## src/rtl/hazard_fwd_ctrl_pkg.sv

```systemverilog
// Shared constants and helpers for the decode-side interlock/forwarding controller.
// Operand-select encodings and the forwarding priority rule live here.
package hazard_fwd_ctrl_pkg;

   localparam int RN_W = 5;

   localparam logic [1:0] FWD_RF     = 2'b00;
   localparam logic [1:0] FWD_EXALU  = 2'b01;
   localparam logic [1:0] FWD_MEMALU = 2'b10;
   localparam logic [1:0] FWD_MEMLD  = 2'b11;

   // Youngest producer wins; an EX load cannot forward yet and falls through.
   function automatic logic [1:0] fwd_pick(input logic ex_hit,
                                           input logic ex_m2reg,
                                           input logic mem_hit,
                                           input logic mem_m2reg);
      logic [1:0] sel;
      sel = FWD_RF;
      if (ex_hit && !ex_m2reg) begin
         sel = FWD_EXALU;
      end else if (mem_hit) begin
         sel = mem_m2reg ? FWD_MEMLD : FWD_MEMALU;
      end
      return sel;
   endfunction

endpackage

```

## src/rtl/hazard_fwd_ctrl_if.sv

```systemverilog
// Decode-stage <-> hazard controller bundle: ID instruction fields in,
// interlock/forward controls and the stall counter out.
interface hazard_fwd_ctrl_if #(
   parameter int RN_W  = hazard_fwd_ctrl_pkg::RN_W,
   parameter int CNT_W = 32
);
   logic [RN_W-1:0]  id_rs;
   logic [RN_W-1:0]  id_rt;
   logic [RN_W-1:0]  id_rn;
   logic             id_wreg;
   logic             id_m2reg;
   logic             id_use_rs;
   logic             id_use_rt;
   logic             id_br_taken;
   logic             ext_hold;

   logic             wpcir;
   logic             id_bubble;
   logic             if_flush;
   logic [1:0]       fwda;
   logic [1:0]       fwdb;
   logic [CNT_W-1:0] stall_cnt;

   modport master (
      output id_rs, id_rt, id_rn, id_wreg, id_m2reg, id_use_rs, id_use_rt,
             id_br_taken, ext_hold,
      input  wpcir, id_bubble, if_flush, fwda, fwdb, stall_cnt
   );

   modport slave (
      input  id_rs, id_rt, id_rn, id_wreg, id_m2reg, id_use_rs, id_use_rt,
             id_br_taken, ext_hold,
      output wpcir, id_bubble, if_flush, fwda, fwdb, stall_cnt
   );
endinterface

```

## src/rtl/hazard_fwd_ctrl_hzd_match.sv

```systemverilog
// Dependency compare of one ID source operand against one downstream stage.
// r0 is hardwired to zero, so a write to it never creates a dependency.
module hazard_fwd_ctrl_hzd_match #(
   parameter int RN_W = 5
) (
   input  logic [RN_W-1:0] src,
   input  logic            src_use,
   input  logic [RN_W-1:0] stage_rn,
   input  logic            stage_wreg,
   output logic            hit
);

   assign hit = src_use & stage_wreg & (stage_rn != '0) & (stage_rn == src);

endmodule

```

## src/rtl/hazard_fwd_ctrl.sv

```systemverilog
// Load-use interlock, operand forwarding selects, branch flush and hold freeze
// for the 5-stage core, driven from shadow copies of the EX/MEM destinations.
module hazard_fwd_ctrl #(
   parameter int RN_W  = hazard_fwd_ctrl_pkg::RN_W,
   parameter int CNT_W = 32
) (
   input  logic                clk,
   input  logic                clrn,
   hazard_fwd_ctrl_if.slave    bus
);
   import hazard_fwd_ctrl_pkg::*;

   logic [RN_W-1:0] ex_rn;
   logic            ex_wreg;
   logic            ex_m2reg;
   logic [RN_W-1:0] mem_rn;
   logic            mem_wreg;
   logic            mem_m2reg;

   logic hit_ex_a;
   logic hit_ex_b;
   logic hit_mem_a;
   logic hit_mem_b;
   logic load_use;
   logic stall;

   hazard_fwd_ctrl_hzd_match #(.RN_W(RN_W)) u_match_ex_a (
      .src(bus.id_rs), .src_use(bus.id_use_rs),
      .stage_rn(ex_rn), .stage_wreg(ex_wreg), .hit(hit_ex_a)
   );

   hazard_fwd_ctrl_hzd_match #(.RN_W(RN_W)) u_match_ex_b (
      .src(bus.id_rt), .src_use(bus.id_use_rt),
      .stage_rn(ex_rn), .stage_wreg(ex_wreg), .hit(hit_ex_b)
   );

   hazard_fwd_ctrl_hzd_match #(.RN_W(RN_W)) u_match_mem_a (
      .src(bus.id_rs), .src_use(bus.id_use_rs),
      .stage_rn(mem_rn), .stage_wreg(mem_wreg), .hit(hit_mem_a)
   );

   hazard_fwd_ctrl_hzd_match #(.RN_W(RN_W)) u_match_mem_b (
      .src(bus.id_rt), .src_use(bus.id_use_rt),
      .stage_rn(mem_rn), .stage_wreg(mem_wreg), .hit(hit_mem_b)
   );

   // clrn gating keeps wpcir high and the rest quiet while reset is asserted,
   // regardless of what the decode stage presents.
   always_comb begin
      load_use = clrn & ex_m2reg & (hit_ex_a | hit_ex_b);
      stall    = clrn & (load_use | bus.ext_hold);
   end

   assign bus.wpcir     = ~stall;
   assign bus.id_bubble = load_use & ~bus.ext_hold;
   assign bus.if_flush  = clrn & bus.id_br_taken & ~stall;
   assign bus.fwda      = clrn ? fwd_pick(hit_ex_a, ex_m2reg, hit_mem_a, mem_m2reg) : FWD_RF;
   assign bus.fwdb      = clrn ? fwd_pick(hit_ex_b, ex_m2reg, hit_mem_b, mem_m2reg) : FWD_RF;

   always_ff @(posedge clk or negedge clrn) begin
      if (!clrn) begin
         ex_rn     <= '0;
         ex_wreg   <= 1'b0;
         ex_m2reg  <= 1'b0;
         mem_rn    <= '0;
         mem_wreg  <= 1'b0;
         mem_m2reg <= 1'b0;
      end else if (!bus.ext_hold) begin
         mem_rn    <= ex_rn;
         mem_wreg  <= ex_wreg;
         mem_m2reg <= ex_m2reg;
         ex_rn     <= bus.id_bubble ? '0 : bus.id_rn;
         ex_wreg   <= bus.id_wreg  & ~bus.id_bubble;
         ex_m2reg  <= bus.id_m2reg & ~bus.id_bubble;
      end
   end

   always_ff @(posedge clk or negedge clrn) begin
      if (!clrn) begin
         bus.stall_cnt <= '0;
      end else if (stall) begin
         bus.stall_cnt <= bus.stall_cnt + {{(CNT_W-1){1'b0}}, 1'b1};
      end
   end

endmodule

```

## src/flat_wrapper.sv

```systemverilog
// flat-port wrapper written by rule: the top's interface ports become plain ports
module hazard_fwd_ctrl_flat import hazard_fwd_ctrl_pkg::*;
#(
   parameter int RN_W  = hazard_fwd_ctrl_pkg::RN_W,
   parameter int CNT_W = 32
)
  (clk, clrn, bus_id_rs, bus_id_rt, bus_id_rn, bus_id_wreg, bus_id_m2reg, bus_id_use_rs, bus_id_use_rt, bus_id_br_taken, bus_ext_hold, bus_wpcir, bus_id_bubble, bus_if_flush, bus_fwda, bus_fwdb, bus_stall_cnt);
  hazard_fwd_ctrl_if #(.RN_W(RN_W), .CNT_W(CNT_W)) bus_i ();
  input  logic clk;
  input  logic clrn;
  input wire logic [$bits(bus_i.id_rs)-1:0] bus_id_rs;
  input wire logic [$bits(bus_i.id_rt)-1:0] bus_id_rt;
  input wire logic [$bits(bus_i.id_rn)-1:0] bus_id_rn;
  input wire logic [$bits(bus_i.id_wreg)-1:0] bus_id_wreg;
  input wire logic [$bits(bus_i.id_m2reg)-1:0] bus_id_m2reg;
  input wire logic [$bits(bus_i.id_use_rs)-1:0] bus_id_use_rs;
  input wire logic [$bits(bus_i.id_use_rt)-1:0] bus_id_use_rt;
  input wire logic [$bits(bus_i.id_br_taken)-1:0] bus_id_br_taken;
  input wire logic [$bits(bus_i.ext_hold)-1:0] bus_ext_hold;
  output wire logic [$bits(bus_i.wpcir)-1:0] bus_wpcir;
  output wire logic [$bits(bus_i.id_bubble)-1:0] bus_id_bubble;
  output wire logic [$bits(bus_i.if_flush)-1:0] bus_if_flush;
  output wire logic [$bits(bus_i.fwda)-1:0] bus_fwda;
  output wire logic [$bits(bus_i.fwdb)-1:0] bus_fwdb;
  output wire logic [$bits(bus_i.stall_cnt)-1:0] bus_stall_cnt;
  assign bus_i.id_rs = bus_id_rs;
  assign bus_i.id_rt = bus_id_rt;
  assign bus_i.id_rn = bus_id_rn;
  assign bus_i.id_wreg = bus_id_wreg;
  assign bus_i.id_m2reg = bus_id_m2reg;
  assign bus_i.id_use_rs = bus_id_use_rs;
  assign bus_i.id_use_rt = bus_id_use_rt;
  assign bus_i.id_br_taken = bus_id_br_taken;
  assign bus_i.ext_hold = bus_ext_hold;
  assign bus_wpcir = bus_i.wpcir;
  assign bus_id_bubble = bus_i.id_bubble;
  assign bus_if_flush = bus_i.if_flush;
  assign bus_fwda = bus_i.fwda;
  assign bus_fwdb = bus_i.fwdb;
  assign bus_stall_cnt = bus_i.stall_cnt;
  hazard_fwd_ctrl #(.RN_W(RN_W), .CNT_W(CNT_W)) u_core (.clk(clk), .clrn(clrn), .bus(bus_i));
endmodule
```

## config.mk

```make
export PLATFORM = sky130hd
export DESIGN_NAME = hazard_fwd_ctrl_flat
export DESIGN_NICKNAME = d
export VERILOG_FILES = /design/src/rtl/hazard_fwd_ctrl_pkg.sv /design/src/rtl/hazard_fwd_ctrl_if.sv /design/src/rtl/hazard_fwd_ctrl_hzd_match.sv /design/src/rtl/hazard_fwd_ctrl.sv /design/src/flat_wrapper.sv
export SDC_FILE = /design/constraint.sdc
export NUM_CORES = 1
export LEC_CHECK = 0
export BUFFER_PORTS_ARGS = -buffer_cell sky130_fd_sc_hd__buf_2
export CORE_AREA = 2 2 97 52
export CTS_BUF_LIST = sky130_fd_sc_hd__clkbuf_4 sky130_fd_sc_hd__clkbuf_8
export DETAILED_ROUTE_END_ITERATION = 10
export DIE_AREA = 0 0 99 54
export MAX_ROUTING_LAYER = met4
export PLACE_DENSITY = 0.81
export SLEW_MARGIN = 40
export SYNTH_ARGS = -nofsm -noshare
export SYNTH_HDL_FRONTEND = slang
export SYNTH_HIERARCHICAL = 1
export SYNTH_SLANG_ARGS = --single-unit
export TNS_END_PERCENT = 30
```

## constraint.sdc

```tcl
create_clock -name clk -period 3 [get_ports clk]
set_clock_uncertainty 0.05 [all_clocks]
set_input_delay 0.6 -clock clk [delete_from_list [all_inputs] [get_ports clk]]
set_output_delay 0.6 -clock clk [all_outputs]
set_load 0.03 [all_outputs]
```

# Word level (Yosys, flattened, before mapping)
# Index checks and enable logic that the tools add are counted.
dict set report totals {
  reg_bits 46
  input_bits 23
  word_cells 50
}
dict set report op_classes {
  n_reduce_logical 5
  n_bitwise 25
  n_eq_ne 4
  muxes 8
  add_sub_neg 1
}
# cell count
set ops {}
lappend ops {{32-bit by 1-bit adder with 32-bit output (second input constant)} 1}
lappend ops {{1-bit AND} 20}
lappend ops {{5-bit equality test} 4}
lappend ops {{2-bit two-way mux} 6}
lappend ops {{5-bit nonzero test} 2}
lappend ops {{5-bit two-way mux} 1}
lappend ops {{1-bit inverter} 3}
lappend ops {{1-bit logical AND} 2}
lappend ops {{1-bit bitwise OR} 2}
lappend ops {{1-bit logical NOT} 1}
lappend ops {{1-bit two-way mux} 1}

# Logic depth before layout (Yosys ltp)
# Gate-level depths: netlist of run 1.
dict set report depth {
  depth_word 9
  ltp_mapped 8
  depth_no_buf 8
}

# Hierarchy
# The synthesis of run 1 kept the hierarchy.
# module area_each_um2 instances cells_each
set by_module_without_submodules {}
lappend by_module_without_submodules {hazard_fwd_ctrl 2078.2 1 175}
lappend by_module_without_submodules {hazard_fwd_ctrl_hzd_match 76.3 4 10}

# Least setup slack after synthesis of run 1
# OpenSTA, ideal clock, no wires.
dict set report synth_path {
  path_type {reg-to-output}
  from {register u_core.ex_rn[2]}
  to {output port bus_if_flush}
  path_stages_with_launch 7
  setup_slack_ps 432
  path_buffers 0
  arrival_ps 1918
  cell_sequence {dfrtp_1 -> nor4_1 -> o21ai_0 -> nor3b_2 -> o21a_2 -> a21oi_1 -> and3_1}
}
dict set report synth_via {
  elab_chain_len 9
  word_cells_on_any_way 13
  cone_classes {eq/ne (2); bitwise (10); reduce/logical (1)}
}
# item line
set synth_lines {}
lappend synth_lines {{start, declared} hazard_fwd_ctrl.sv:13} ;# logic [RN_W-1:0] ex_rn;
lappend synth_lines {{start signal, assigned} hazard_fwd_ctrl.sv:72} ;# ex_rn <= bus.id_bubble ? '0 : bus.id_rn;
lappend synth_lines {{5-bit nonzero test} hazard_fwd_ctrl_hzd_match.sv:13} ;# assign hit = src_use & stage_wreg & (stage_rn != '0) & (stage_rn == src);
lappend synth_lines {{1-bit AND} hazard_fwd_ctrl_hzd_match.sv:13}
lappend synth_lines {{1-bit AND *} hazard_fwd_ctrl_hzd_match.sv:13}
lappend synth_lines {{net u_core.hit_ex_b} hazard_fwd_ctrl.sv:21} ;# logic hit_ex_b;
lappend synth_lines {{1-bit bitwise OR *} hazard_fwd_ctrl.sv:50} ;# load_use = clrn & ex_m2reg & (hit_ex_a | hit_ex_b);
lappend synth_lines {{1-bit AND *} hazard_fwd_ctrl.sv:50}
lappend synth_lines {{1-bit bitwise OR *} hazard_fwd_ctrl.sv:51} ;# stall = clrn & (load_use | bus.ext_hold);
lappend synth_lines {{1-bit AND *} hazard_fwd_ctrl.sv:51}
lappend synth_lines {{1-bit inverter *} hazard_fwd_ctrl.sv:56} ;# assign bus.if_flush = clrn & bus.id_br_taken & ~stall;
lappend synth_lines {{1-bit AND *} hazard_fwd_ctrl.sv:56}
lappend synth_lines {{end, declared} flat_wrapper.sv:22} ;# output wire logic [$bits(bus_i.if_flush)-1:0] bus_if_flush;
# The timed path passes the listed nets; every way through them passes the cells marked *.

# Final worst setup path of run 1
# Same ends and word-level chain as after synthesis.

==> results of run 1 <==
-- layer usage --
metal / vias up / share of wire, % / global-route usage (%)
met2: 56 / 37 / 27.59
met4: 0 / 0.42 / 3.425
met5: - / 0 / -
met3: 5 / 6.4 / 5.714
li1: 895 / - / -
met1: 908 / 56 / 35.13
-- cell usage after synthesis --
library cell	number
a21boi_0	2
a21oi_1	1
a22o_1	7
and3_1	7
and3_2	1
buf_2	2
clkbuf_1	1
dfrtp_1	46
ha_1	1
inv_1	7
mux2_2	8
nand2_1	16
nand2b_1	2
nand3_1	18
nand4_1	4
nand4_4	1
nor2_1	11
nor2_2	1
nor2_4	1
nor3_1	2
nor3_2	1
nor3b_2	4
nor4_1	7
nor4_2	3
o2111ai_1	4
o211ai_2	1
o21a_2	1
o21ai_0	4
o21ai_4	1
or4_4	3
xnor2_1	38
xor2_1	9
-- stage by stage --
stage                     hold slack (ns)  utilization [%]  setup WS [ns]  instance area, µm²
final                              0.1519            62.17         0.1826                2870
after global routing               0.1546            62.17        0.01373                2870
after CTS                          0.1451            62.17         0.1982                2870
after detailed placement           0.4075            60.38         0.3202                2788
after global placement             0.4004            60.38         0.3835                2788
after floorplan                    0.2544                -         0.4321                2384
-- flip-flops by register name, summed over array words and instances (netlist names) --
signal,flops
u_core/ex_m2reg,1
u_core/ex_wreg,1
u_core/mem_rn,5
u_core/ex_rn,5
u_core/bus.stall_cnt,32
u_core/mem_wreg,1
u_core/mem_m2reg,1
-- kinds of logic after synthesis --
group	count (synthesis)
simple gates	82
xor+xnor	47
flops	46
compound gates	21
buf+inv	10
mux	8
fa+ha+maj	1
-- path summary, 6_finish.rpt --
kind                                                      start                                   end  cells after the start
max                                 u_core/ex_rn[2]$_DFFE_PN0N_                          bus_if_flush                      7
min                                                        clrn           u_core/ex_rn[3]$_DFFE_PN0N_                      1
max reg2reg                         u_core/ex_rn[0]$_DFFE_PN0N_  u_core/bus.stall_cnt[13]$_DFFE_PN0N_                      8
min reg2reg                u_core/bus.stall_cnt[31]$_DFFE_PN0N_  u_core/bus.stall_cnt[31]$_DFFE_PN0N_                      1
max in group asynchronous                                  clrn   u_core/bus.stall_cnt[0]$_DFFE_PN0N_                      2
min in group clk           u_core/bus.stall_cnt[31]$_DFFE_PN0N_  u_core/bus.stall_cnt[31]$_DFFE_PN0N_                      1
-- report_power, final --
part / leakage [nW] / internal, mW / switching (mW) / total, mW
combinational: 0.695 / 0.138 / 0.209 / 0.347
clock: 0.0431 / 0.178 / 0.187 / 0.364
sequential: 0.586 / 0.686 / 0.106 / 0.792
total: 1.32 / 1.00 / 0.502 / 1.50
-- layout make-up --
| type | count | area (µm²) |
|---|---|---|
| clock buffers | 6 | 82.58 |
| repair buffers | 66 | 342.8 |
| multi-input cells | 159 | 1192 |
| well taps | 60 | 75.07 |
| flip-flops and latches | 46 | 1151 |
| fillers | 389 | 1747 |
| inverters | 7 | 26.28 |
-- cells in the final DEF (no fill, tap or decap), drive strengths merged, types with 2 or more instances in the layout --
cell / count
a22o: 7
dfrtp: 46
a21boi: 2
xor2: 9
nand3: 18
nor4: 10
o21ai: 5
nand2: 16
nor2: 13
nor3: 3
buf: 66
and3: 8
o2111ai: 4
mux2: 8
inv: 7
or4: 3
nor3b: 4
xnor2: 38
clkbuf: 6
nand4: 5
nand2b: 2
==> results.cfg, run 1 <==
[floorplanning]
io_pins = 62
core_um2 = 4617
initial_core_util_pct = 51.63
dieArea_um2 = 5346
die_y_um = 54
std_cell_rows = 18
die_width_um = 99

[synth]
synth.net_count = 239
synth_seq_cells = 46
ys_seq_area_share_pct = 48.29
avgSynthCellArea_um2 = 11.09
muxShareOfSynthArea_pct = 3.780
yosysUniqueCellTypes = 32
synth-simple-area-share_pct = 21.15
yosys_warnings = 6
synth.area.top_cells = dfrtp_1 48%, xnor2_1 14%, nand3_1 3.8%
synthCells = 215
synth_top_family_by_area = simple AND/OR/NAND/NOR gates
synth_area_um2 = 2384
synth_largest_area_cell = dfrtp_1
yosysTopAreaCellShare_pct = 48.29
synth_xor_area_share_pct = 17.27
synth_compound_area_share_pct = 7.297
synth_adder_area_share_pct = 0.5249

[global_routing]
track_usage_pct = 22.11
grt_max_degree = 24
grt_pass1_wl_um = 8804
first_global_vias = 1694
grt_antenna_before_repair = 0
gr-total-overflow = 0

[worst_setup_path]
crit_path_cell_trace = nor4_1 > o21ai_0 > nor3b_2 > o21a_2 > a21oi_1 > and3_1 > buf_2
critPathKind = reg -> out
critPathCaptureType = primary output
critical_path.top_delay_family = simple AND/OR/NAND/NOR gates
cp_num_buf_inv = 1
cp.required_ns = 2.35
critPathMaxFanout = 6
r2r_setup_slack_ns = 0.52
cp.arrival_ns = 2.17
cp_slowest_cell = dfrtp_1
slowest_delay_ns = 0.49
start_kind = flip-flop

[timing]
clock.fmax_mhz = 354.9
worst_pin_slew_ns = 0.5497
fin_tns_setup_ns = 0
setup_viol = 0
fin_crit_sh_pct = 93.91
hold_viol_final = 0
slew_viol_final = 0
period_needed_ns = 2.817
relSlewSlack_pct = 63.05
rsz0062_at_grt = false

[routing]
via_count = 1864
viasPerCell = 5.419
avgRoutedWirePerCell_um = 15.29
dr.pass1.iters = 4
postRouteAntennaNets = 0
drt_iter0_drc = 168
drt_wl_total_um = 5261
drc_errors = 0

[clocking]
hold_buffers = 0
clk_pin_slew_ns = 0.07
clkLatencyLatePin_ns = 0.29
cts_resized = 0
cts_setup_buffers = 0
clk_path_buf_depth = 2
cts_buffers = 5
cts_tree = built
root_buffer = clkbuf_8
cts.sinks = 46
ctsHtreeMaxLevel = 2

[cells_and_area]
post_layout_nonfiller_instances = 344
layout.nets = 309
syn_to_final_growth_pct = 20.42
diodes = 0
drive_above_1_share_pct = 34.51

[placed_design]
io_buffers = 61
place_hpwl_um = 4119
gp_congestion = 0.9087
dp_cells = 338

[run_status]
status = complete, no violations

[power]
ir_worst_vdd_uv = 309.4
power.leakage_nw = 1.324
p_per_area_nw_per_um2 = 523.8
p_total_mw = 1.503

[min_path]
min_path_type = in -> async

[flow_run]
drv_cap = 0
No activity file was read; power rests on OpenSTA's default activity.
==> run 2, diff against run 1 <==
- BUFFER_PORTS_ARGS: -buffer_cell sky130_fd_sc_hd__buf_2 -> not set
- CORE_AREA: 2 2 97 52 -> 2 2 67 69
- DIE_AREA: 0 0 99 54 -> 0 0 69 71
- DONT_BUFFER_PORTS: not set -> 1
- PLACE_DENSITY: 0.81 -> 0.72
==> results.cfg, run 2 (same netlist as run 1, synthesis figures left out) <==
[worst_setup_path]
crit_path_cell_trace = nor4_1 > o21ai_0 > nor3b_2 > o21a_2 > a21oi_1 > and3_2
cp_slowest_cell = dfrtp_1
path_depth = 6
critPathMaxFanout = 6
slowest_delay_ns = 0.47
cp_num_buf_inv = 0
start_kind = flip-flop
critPathCaptureType = primary output
cp.required_ns = 2.35
critPathKind = reg -> out
critical_path.top_delay_family = simple AND/OR/NAND/NOR gates
cp.arrival_ns = 2.16
r2r_cells = 8

[clocking]
clkLatencyLatePin_ns = 0.29
clk_path_buf_depth = 2
root_buffer = clkbuf_8
cts.sinks = 46
cts_buffers = 5
ctsHtreeMaxLevel = 2
cts_tree = built
clk_pin_slew_ns = 0.09

[timing]
period_needed_ns = 2.809
rsz0062_at_grt = false
fin_tns_setup_ns = 0
slew_viol_final = 0
relSlewSlack_pct = 59.02
hold_viol_final = 0
clock.fmax_mhz = 355.9
fin_crit_sh_pct = 93.65
layout_setup_ws_ns = 0.1906
worst_pin_slew_ns = 0.6091
holdWs_ns = 0.09846
setup_viol = 0

[global_routing]
grt_antenna_before_repair = 0
track_usage_pct = 20.97
gr-total-overflow = 0
grt_max_degree = 47
first_global_vias = 1640
grt_pass1_wl_um = 7983

[cells_and_area]
mostFrequentLayoutCells = 46 x dfrtp_1, 38 x xnor2_1, 18 x nand3_1
reg_top3 = u_core/bus.stall_cnt (32), u_core/ex_rn (5), u_core/mem_rn (5)
fill_cells = 364
syn_to_final_growth_pct = 9.029
diodes = 0
design_area_um2 = 2599
regMostFlops = u_core/bus.stall_cnt
post_layout_nonfiller_instances = 277
largest_reg_flops = 32
drive_above_1_share_pct = 17.78
layout_commonest_cell = dfrtp_1
fin_util_pct = 61.82
layout.nets = 248

[routing]
drt_iter0_drc = 89
avgRoutedWirePerCell_um = 16.81
viasPerCell = 5.881
via_count = 1629
dr.pass1.iters = 4
postRouteAntennaNets = 0
drc_errors = 0
drt_wl_total_um = 4656

[placed_design]
gp_congestion = 0.8426
placed_area_um2 = 2465
io_buffers = 0
pre_cts_slack_ns = 0.3495
place_hpwl_um = 3484
dp_cells = 268

[power]
power_frac_comb_pct = 12.4
power_frac_clock_pct = 27.8
p_total_mw = 1.469
p_per_area_nw_per_um2 = 565.1
seqPwrFrac_pct = 59.7
power.leakage_nw = 1.064
swShare_pct = 32.26
p_int_uw = 994.8
ir_worst_vdd_uv = 451.5
power.switching_uw = 473.7

[min_path]
min_path_type = in -> async

[floorplanning]
dieArea_um2 = 4899
core_um2 = 4204
std_cell_rows = 24
initial_core_util_pct = 56.70
die_width_um = 69
die_y_um = 71
io_pins = 62

[run_status]
status = complete, no violations

[flow_run]
drv_cap = 0
[run 2: changes by cell type in the layout (fill, tap and decap cells not counted)]
cell and delta:
buf_16 +1, and3_2 +1, clkinv_4 +1, clkbuf_8 +1, buf_4 -1, and3_1 -1, buf_2 -61
[run 2: path summary, 6_finish.rpt]
check                      slack [ns]                                   to                         start
setup reg to reg                 0.43  u_core/bus.stall_cnt[9]$_DFFE_PN0N_   u_core/ex_rn[0]$_DFFE_PN0N_
setup / recovery                 0.19                         bus_if_flush   u_core/ex_rn[2]$_DFFE_PN0N_
min in group clk                 0.38          u_core/ex_rn[2]$_DFFE_PN0N_                  bus_id_rn[2]
max in group asynchronous        2.61         u_core/mem_rn[3]$_DFFE_PN0N_                          clrn
hold reg to reg                  0.50         u_core/mem_rn[4]$_DFFE_PN0N_  u_core/mem_rn[4]$_DFFE_PN0N_
hold / removal                    0.1  u_core/bus.stall_cnt[2]$_DFFE_PN0N_                          clrn
[run 2: worst register-to-register path, cell delays in order (launching register included)]
cell and delay (ns):
dfrtp_1 0.47, xnor2_1 0.18, o2111ai_1 0.15, nor3b_2 0.27
o21a_2 0.24, o21ai_4 0.16, nor4_1 0.61, nand3_1 0.18
xnor2_1 0.15
[run 2: what timing repair did]
item	4_1_cts	5_1_grt
setup buffers	0	0
gates resized for setup	0	1
hold buffers	1	0
setup endpoints to repair	0	1
endpoints found under the hold margin	46	0
[run 2: metal layers]
layer,part of all wire [%],wire length [µm],vias to the layer above,global-route usage (%)
met3,6.4,298,4,5.840
met2,49,2284,44,33.01
met4,1.2,54,0,5.882
met1,43,2019,805,26.88
met5,0,0,-,-
li1,-,-,776,-
[run 2: cell type report]
cell class	count	area (µm²)	share of cell area [%]
Tap cell	52	65.06	2.504
Timing Repair Buffer	5	57.56	2.215
Clock buffer	7	96.34	3.707
Sequential cell	46	1151	44.29
Clock inverter	1	8.758	0.3370
Inverter	7	26.28	1.011
Multi-Input combinational cell	159	1194	45.93
[run 2: power groups by stage]
| stage | clock, mW | sequential, mW | combinational, mW |
|---|---|---|---|
| after CTS | 0.419 | 0.879 | 0.185 |
| after global routing | 0.447 | 0.894 | 0.209 |
| after floorplan | 0 | 0.862 | 0.152 |
| after detailed placement | 0 | 0.892 | 0.168 |
| after global placement | 0 | 0.889 | 0.163 |
| final | 0.409 | 0.877 | 0.183 |
